`config.mk`:
```
export PLATFORM = sky130hd
export DESIGN_NAME = rtype_encoder
export DESIGN_NICKNAME = d
export VERILOG_FILES = /design/src/rtl/rtype_pkg.sv /design/src/rtl/rtype_encoder_fifo.sv /design/src/rtl/rtype_encoder.sv
export SDC_FILE = /design/constraint.sdc
export NUM_CORES = 1
export LEC_CHECK = 0
export BUFFER_PORTS_ARGS = -buffer_cell sky130_fd_sc_hd__buf_2
export CELL_PAD_IN_SITES_DETAIL_PLACEMENT = 0
export CELL_PAD_IN_SITES_GLOBAL_PLACEMENT = 1
export CORE_MARGIN = 10
export CORE_UTILIZATION = 35
export DETAILED_ROUTE_END_ITERATION = 16
export GPL_TIMING_DRIVEN = 0
export PLACE_DENSITY_LB_ADDON = 0.3
export REMOVE_ABC_BUFFERS = 1
export SLEW_MARGIN = 0
export SYNTH_ARGS = -nofsm -noshare
export SYNTH_HDL_FRONTEND = slang
export SYNTH_SLANG_ARGS = --single-unit
```
`constraint.sdc`:
```
create_clock -name clock_i -period 5.8 [get_ports clock_i]
set_input_delay 0.87 -clock clock_i [delete_from_list [all_inputs] [get_ports clock_i]]
set_output_delay 0.87 -clock clock_i [all_outputs]
set_load 0.01 [all_outputs]
```
`src/rtl/rtype_pkg.sv`:
```
// rtype_pkg: RV32I R-type opcode/funct constants, op index enum and the word encoder.
package rtype_pkg;
   localparam logic [6:0] OPC_RTYPE   = 7'b0110011;
   localparam logic [6:0] F7_BASE     = 7'b0000000;
   localparam logic [6:0] F7_ALT      = 7'b0100000;
   localparam logic [2:0] F3_ADD_SUB  = 3'b000;
   localparam logic [2:0] F3_SLL      = 3'b001;
   localparam logic [2:0] F3_SLT      = 3'b010;
   localparam logic [2:0] F3_SLTU     = 3'b011;
   localparam logic [2:0] F3_XOR      = 3'b100;
   localparam logic [2:0] F3_SRL_SRA  = 3'b101;
   localparam logic [2:0] F3_OR       = 3'b110;
   localparam logic [2:0] F3_AND      = 3'b111;

   typedef enum logic [3:0] {ADD, SUB, AND, OR, SLL, SLT, SLTU, XOR, SRL, SRA} op_idx_e;

   function automatic logic [31:0] encode_rtype(op_idx_e op, logic [4:0] rs1, logic [4:0] rs2,
                                                logic [4:0] rd);
      logic [2:0] f3;
      logic [6:0] f7;
      case (op)
         SLL:      f3 = F3_SLL;
         SLT:      f3 = F3_SLT;
         SLTU:     f3 = F3_SLTU;
         XOR:      f3 = F3_XOR;
         SRL, SRA: f3 = F3_SRL_SRA;
         OR:       f3 = F3_OR;
         AND:      f3 = F3_AND;
         default:  f3 = F3_ADD_SUB;
      endcase
      f7 = (op == SUB || op == SRA) ? F7_ALT : F7_BASE;
      return {f7, rs2, rs1, f3, rd, OPC_RTYPE};
   endfunction
endpackage

```
`src/rtl/rtype_encoder_fifo.sv`:
```
// rtype_fifo: synchronous FIFO with occupancy count; output holds the last popped word when empty.
module rtype_fifo #(
   parameter int DEPTH = 4,
   parameter int W     = 32,
   parameter int CNT_W = $clog2(DEPTH) + 1
) (
   input  logic             clk_i,
   input  logic             rst_ni,
   input  logic             push_i,
   input  logic [W-1:0]     data_i,
   input  logic             pop_i,
   output logic [W-1:0]     data_o,
   output logic             full_o,
   output logic             empty_o,
   output logic [CNT_W-1:0] count_o
);
   localparam int AW = $clog2(DEPTH);
   logic [W-1:0]     mem_q [DEPTH];
   logic [AW-1:0]    wr_q, rd_q;
   logic [CNT_W-1:0] cnt_q, cnt_d;
   logic [W-1:0]     last_q;
   logic             do_push, do_pop;

   assign full_o  = cnt_q == CNT_W'(DEPTH);
   assign empty_o = cnt_q == '0;
   assign do_push = push_i && !full_o;
   assign do_pop  = pop_i && !empty_o;
   assign cnt_d   = cnt_q + CNT_W'(do_push) - CNT_W'(do_pop);
   assign count_o = cnt_q;
   // Head slot may hold stale data once drained, so show the last popped word instead.
   assign data_o  = empty_o ? last_q : mem_q[rd_q];

   always_ff @(posedge clk_i or negedge rst_ni) begin
      if (!rst_ni) begin
         for (int i = 0; i < DEPTH; i++) mem_q[i] <= '0;
         wr_q   <= '0;
         rd_q   <= '0;
         cnt_q  <= '0;
         last_q <= '0;
      end else begin
         if (do_push) begin
            mem_q[wr_q] <= data_i;
            wr_q        <= wr_q + 1'b1;
         end
         if (do_pop) begin
            last_q <= mem_q[rd_q];
            rd_q   <= rd_q + 1'b1;
         end
         cnt_q <= cnt_d;
      end
   end
endmodule

```
`src/rtl/rtype_encoder.sv`:
```
// rtype_encoder: one-hot op select + registers -> R-type word, buffered through rtype_fifo.
// RTYPE_ILLEGAL_CHECK_EN: reject non-one-hot op_sel with a one-cycle err pulse instead of priority decode.
module rtype_encoder
   import rtype_pkg::*;
#(
   parameter int DEPTH = 4,
   parameter int CNT_W = $clog2(DEPTH) + 1
) (
   input  logic             clock_i,
   input  logic             reset_ni,
   input  logic             in_valid_i,
   output logic             in_ready_o,
   input  logic [9:0]       op_sel_i,
   input  logic [4:0]       rs1_i,
   input  logic [4:0]       rs2_i,
   input  logic [4:0]       rd_i,
   output logic             out_valid_o,
   input  logic             out_ready_i,
   output logic [31:0]      out_instr_o,
   output logic [CNT_W-1:0] count_o,
   output logic             err_o
);
   op_idx_e op;
   logic    full, empty, legal, accept;

   always_comb begin
      op = ADD;
      for (int i = 9; i >= 0; i--) if (op_sel_i[i]) op = op_idx_e'(4'(i));
   end

   assign in_ready_o  = !full;
   assign out_valid_o = !empty;
   assign accept      = in_valid_i && in_ready_o;

`ifdef RTYPE_ILLEGAL_CHECK_EN
   logic err_q;
   assign legal = $onehot(op_sel_i);
   assign err_o = err_q;
   always_ff @(posedge clock_i or negedge reset_ni) begin
      if (!reset_ni) err_q <= 1'b0;
      else           err_q <= accept && !legal;
   end
`else
   assign legal = 1'b1;
   assign err_o = 1'b0;
`endif

   rtype_fifo #(.DEPTH(DEPTH), .W(32), .CNT_W(CNT_W)) u_fifo (
      .clk_i   (clock_i),
      .rst_ni  (reset_ni),
      .push_i  (accept && legal),
      .data_i  (encode_rtype(op, rs1_i, rs2_i, rd_i)),
      .pop_i   (out_ready_i),
      .data_o  (out_instr_o),
      .full_o  (full),
      .empty_o (empty),
      .count_o (count_o)
   );
endmodule

```
[Word level (Yosys, flattened, before mapping)]
Memory sizes are Yosys's and may differ from the RTL's.
Index checks and enable logic that the tools add are counted.
Operators by class
  order comparisons: 3
  $add $sub $neg: 4
  equal/unequal tests: 3
  muxes and demuxes: 18
  bitwise gates (word level): 2
  reduce and logical (&&, ||, !) cells: 8
Operators by type and width (count)
  bitwise mux 128 bit: 1
  two-way mux 32 bit: 4
  binary-select mux 32 bit (select 2 bit): 1
  demux 32 bit (select 2 bit): 1
  two-way mux 4 bit: 10
  greater-or-equal comparator 3 bit (second input constant): 2
  two-way mux 6 bit: 1
  NOT 2 -> 3 bit: 2
  adder 2 x 1 -> 2 bit (second input constant): 2
  equality test 4 x 1 -> 1 bit (second input constant): 1
  equality test 4 bit (second input constant): 1
  logical AND 1 bit: 4
  adder 3 x 1 -> 3 bit: 1
  equality test 3 bit (second input constant): 1
  logical NOT 3 bit: 1
  < comparator 3 x 1 -> 1 bit (second input constant): 1
  subtractor 3 x 1 -> 3 bit: 1
  logical NOT 1 bit: 2
  logical OR 1 bit: 1
Word-level totals
  word-level logic and storage cells: 47
  input port bits: 29
  output and inout port bits: 38
  memories kept: 1
  ROM bits: 48
  flip-flop bits (word level): 167
Memories
  (no name shown): words 16, width 3, read ports 1, clocked after Yosys merged registers in 0, wr ports 0, RTL line rtype_pkg.sv:21  | case (op)

[Depth between registers and ports, before layout]
  depth in word-level cells: 14
  mapped depth: 10
  mapped depth without buffers: 8

[Cells and area by module]
From an unflattened synthesis, not the netlist that was laid out.
Unflattened totals
  cells, all modules: 482
  area total of the unflattened synthesis: 7813.7 sq um
Modules (own cells, without submodules)
  rtype_fifo: cells an instance 448, instances 1, area each 7564.8 sq um, seq. area each 4179.0 sq um
  rtype_encoder: cells an instance 34, instances 1, area each 249.0 sq um, seq. area each 0.0 sq um

[Worst setup path before layout]
No wires, ideal clock.
  path kind: reg-to-output
  start: register u_fifo.rd_q[0]
  end: output port out_instr_o[1]
  required time: 4930 ps
  cell stages (with the launch flop): 5
  arrival time: 1684 ps
  setup slack: 3246 ps
  buffers on the path: 2
  cells stage by stage: dfrtp_1 -> buf_2 -> mux4_2 -> mux2_2 -> buf_4
On the way
  longest elaborated chain between the ends: 5
Ends and longest elaborated chain
  from (decl): RTL line rtype_encoder_fifo.sv:19  | logic [AW-1:0] wr_q, rd_q;
  from (signal assigned): RTL line rtype_encoder_fifo.sv:47  | rd_q <= rd_q + 1'b1;
  NOT 2 -> 3 bit (implied by the code): RTL line rtype_encoder_fifo.sv:31  | assign data_o = empty_o ? last_q : mem_q[rd_q];
  binary-select mux 32 bit (select 2 bit): RTL line rtype_encoder_fifo.sv:31
  two-way mux 32 bit (implied by the code) (2 in a row): RTL line rtype_encoder_fifo.sv:31
  two-way mux 32 bit: RTL line rtype_encoder_fifo.sv:31
  to (decl): RTL line rtype_encoder.sv:19  | output logic [31:0] out_instr_o,
Every way passes these cells. The select of a mux whose other input is x is not followed.

[Final worst setup path]
  start: register u_fifo.rd_q[1]
  end: output port out_instr_o[12]
Same word-level chain as after synthesis.

==> summary.md <==
| Metric | Value |
|---|---|
| Outcome | `complete, no violations` |
| Critical path depth in cells | `3` |
| Worst path required time | `approximately 4900 ps` |
| Core Rows | `44` |
| Worst-margin pin slew | `1180 ps` |
| Initial Utilization | `0.357` |
| DR DRC count | `0` |
| # H-tree levels | `3` |
| Most used flip-flop cell after synthesis | `dfrtp_1` |
| Hold Vio Cnt, Final | `0` |
| Power Internal | `2.27 mW` |
| Slew Viols, Final | `0` |
| Synthesized area per cell | `14.7 um2` |
| Min Tclk post-route | `3340 ps` |
| Vias per cell | `slightly below 5` |
| Post-cts resize count | `0` |
| Commonest cells after routing, fill and taps aside | `dfrtp_1, mux2_2, buf_2` |
| Leakage | `about 2.6 nW` |
| Commonest non-fill, non-tap cell in the layout | `dfrtp_1` |
| # hold bufs at CTS | `0` |
| Yosys reg bits | `107` |
| Worst setup EP type | `output port` |
| Initial DRC count | `95` |
| F_max | `approximately 300 MHz` |
| Core area | `0.0145 mm2` |
| Post-synth EDFFs | `0` |
| Flop pwr share | `0.406` |
| Synthesized area | `0.00516 mm2` |
| Largest net degree at the start of global routing | `65` |
| Finish-stage setup viols | `0` |
| Area contributors post-synth | `dfrtp_1, mux2_2, mux4_2` |
| Clock power frac | `0.168` |
| Worst Path Max Fanout | `21` |
| Wirelength per Cell | `17.4 um` |
| Initial antenna violation count | `0` |
| Slowest library cell on the worst path | `dfrtp_1` |
| Share of cells above drive strength 1 | `0.500` |
| Dpl cell area | `0.00550 mm2` |
| CTS tree | `built` |
| CTS Buffer Depth | `2` |
| Clk Latency, worst-skew pair | `340 ps` |
| Total grt overflow | `0` |
| Total GRT Usage | `0.105` |
| Buf/Inv on CP | `1` |
| First-pass GRT wire length | `16.8 mm` |
| Top cell type's share of synthesized area | `0.519` |
| # Post-CTS Setup Buffers | `0` |
| Sequential element share of the synthesized area | `0.519` |
| Warnings from Yosys | `0` |
| Reg2Reg Depth | `6` |
| Fin Clk Skew | `5.55 ps` |
| Fillers | `1365` |
| Antenna viol nets, final | `0` |
| Setup tns final | `0 ps` |
| Die area | `0.0200 mm2` |
| Clock tree sinks | `107` |
| Slowest Stage Delay on Critical Path | `1080 ps` |
| Startpoint types | `register` |
| Max VDD drop | `about 190 uV` |
| RSZ-0062 raised after global routing | `no` |
| Final instance area | `0.00576 mm2` |
| Synthesis-to-layout area growth | `11.5%` |
| CP top delay family | `flip-flops` |
| FFs w/ async S/R, synth | `1.00` |
| Root buf cell | `clkbuf_16` |
| GP Congestion | `0.716` |
| Synth cell types | `33` |
| Type of the tightest min-delay check | `register to register` |
| DRT Wirelength | `10.1 mm` |
| Combinational power share | `0.425` |
| Dpl hpwl | `6.44 mm` |
| I/O Buffers | `56` |
| Boundary Pins | `67` |
| Num CTS Buffers | `9` |
| Pwr per Cell Area | `about 580 mW/mm2` |
| DR vias | `2810` |
| FF/Latch Area | `0.00268 mm2` |
| CTS clk-pin slew, worst paths | `70 ps` |
| Vias in the first global route | `about 3.2k` |
| Leading area contributor after synthesis | `dfrtp_1` |
| Ant diodes | `0` |
| Critical path class | `register to output port` |
| CP Cell Sequence | `mux4_2 -> mux2_2 -> buf_2` |
| Max-capacitance violation count | `0` |
| Part of the cycle the worst path needs | `0.576` |
| Die Width | `between 100 and 150 um` |
| Die Y | `approximately 140 um` |
| Area of the multi-input gates | `0.00224 mm2` |
| DR pass1 iterations | `4` |
| Slew headroom | `0.215` |
| Sw frac | `0.318` |
| Nets | `435` |
| Worst Path Arrival | `2470 ps` |
| Sw Pwr | `~1.1 mW` |
| Hold Path Cell Cnt | `1` |
| Final Power | `between 3 and 4 mW` |
| Synthesized instance count | `351` |
power groups by stage:
stage | combinational, mW | sequential (mW) | clock [mW]
floorplan | 1.08 | 1.29 | 0
global placement | 1.42 | 1.35 | 0
detailed placement | 1.45 | 1.37 | 0
CTS | 1.46 | 1.36 | 0.580
global route | 1.56 | 1.41 | 0.607
finish | 1.42 | 1.35 | 0.561
final cells by class:
| cell class | count | area share |
|---|---|---|
| Timing Repair Buffer | 57 | 0.0539 |
| Multi-Input combinational cell | 211 | 0.389 |
| Clock buffer | 13 | 0.0452 |
| Inverter | 10 | 0.00652 |
| Tap cell | 184 | 0.0400 |
| Sequential cell | 107 | 0.465 |
registers in the layout, summed over array words and instances, names as in the netlist:
name,flops
u_fifo.count_o,3
u_fifo.last_q,20
u_fifo.mem_q,80
u_fifo.rd_q,2
u_fifo.wr_q,2
through the flow:
stage	hold WS (ps)	worst slack, ps	cells	util
5_1_grt	480	2350	582	0.398
2_1_floorplan	429	2940	328	-
4_1_cts	463	2420	582	0.398
3_5_place_dp	448	2730	569	0.380
6_report	460	2460	582	0.398
3_3_place_gp	444	2440	568	0.377
per-layer routing:
layer	GRT usage	share of wire	up-vias
li1	-	-	1319
met1	0.131	0.46	1433
met2	0.170	0.48	46
met3	0.0320	0.043	12
met4	0.0307	0.013	0
met5	0	0	-
logic make-up after synthesis:
family,Yosys count,share of synthesized area
buffers and inverters,42,0.0540
AO/OA/AOI/OAI,23,0.0257
multiplexers,124,0.326
other,1,0.000726
adder cells (fa/ha/maj),10,0.0257
flip-flops,107,0.519
XOR/XNOR,5,0.00848
AND/OR/NAND/NOR,39,0.0402
synthesized netlist by cell type (all sizes together), types with 2 or more instances:
cell,number
clkbuf,2
mux4,20
nand2,17
nand3,5
xnor2,3
a21oi,2
dfrtp,107
nand2b,5
or4,2
nor2,6
ha,9
xor2,2
buf,30
o21ai,15
inv,10
mux2,104
worst paths after layout:
kind,start,slack (ps),endpoint
max,u_fifo.rd_q[1],2460,out_instr_o[12]
min,u_fifo.mem_q[37],460,u_fifo.mem_q[37]
max reg2reg,u_fifo.count_o[1],2790,u_fifo.count_o[1]
min reg2reg,u_fifo.mem_q[37],460,u_fifo.mem_q[37]
max in group asynchronous,reset_ni,4570,u_fifo.mem_q[39]
min in group asynchronous,reset_ni,510,u_fifo.count_o[1]
Power figures use the tool's default switching activity.
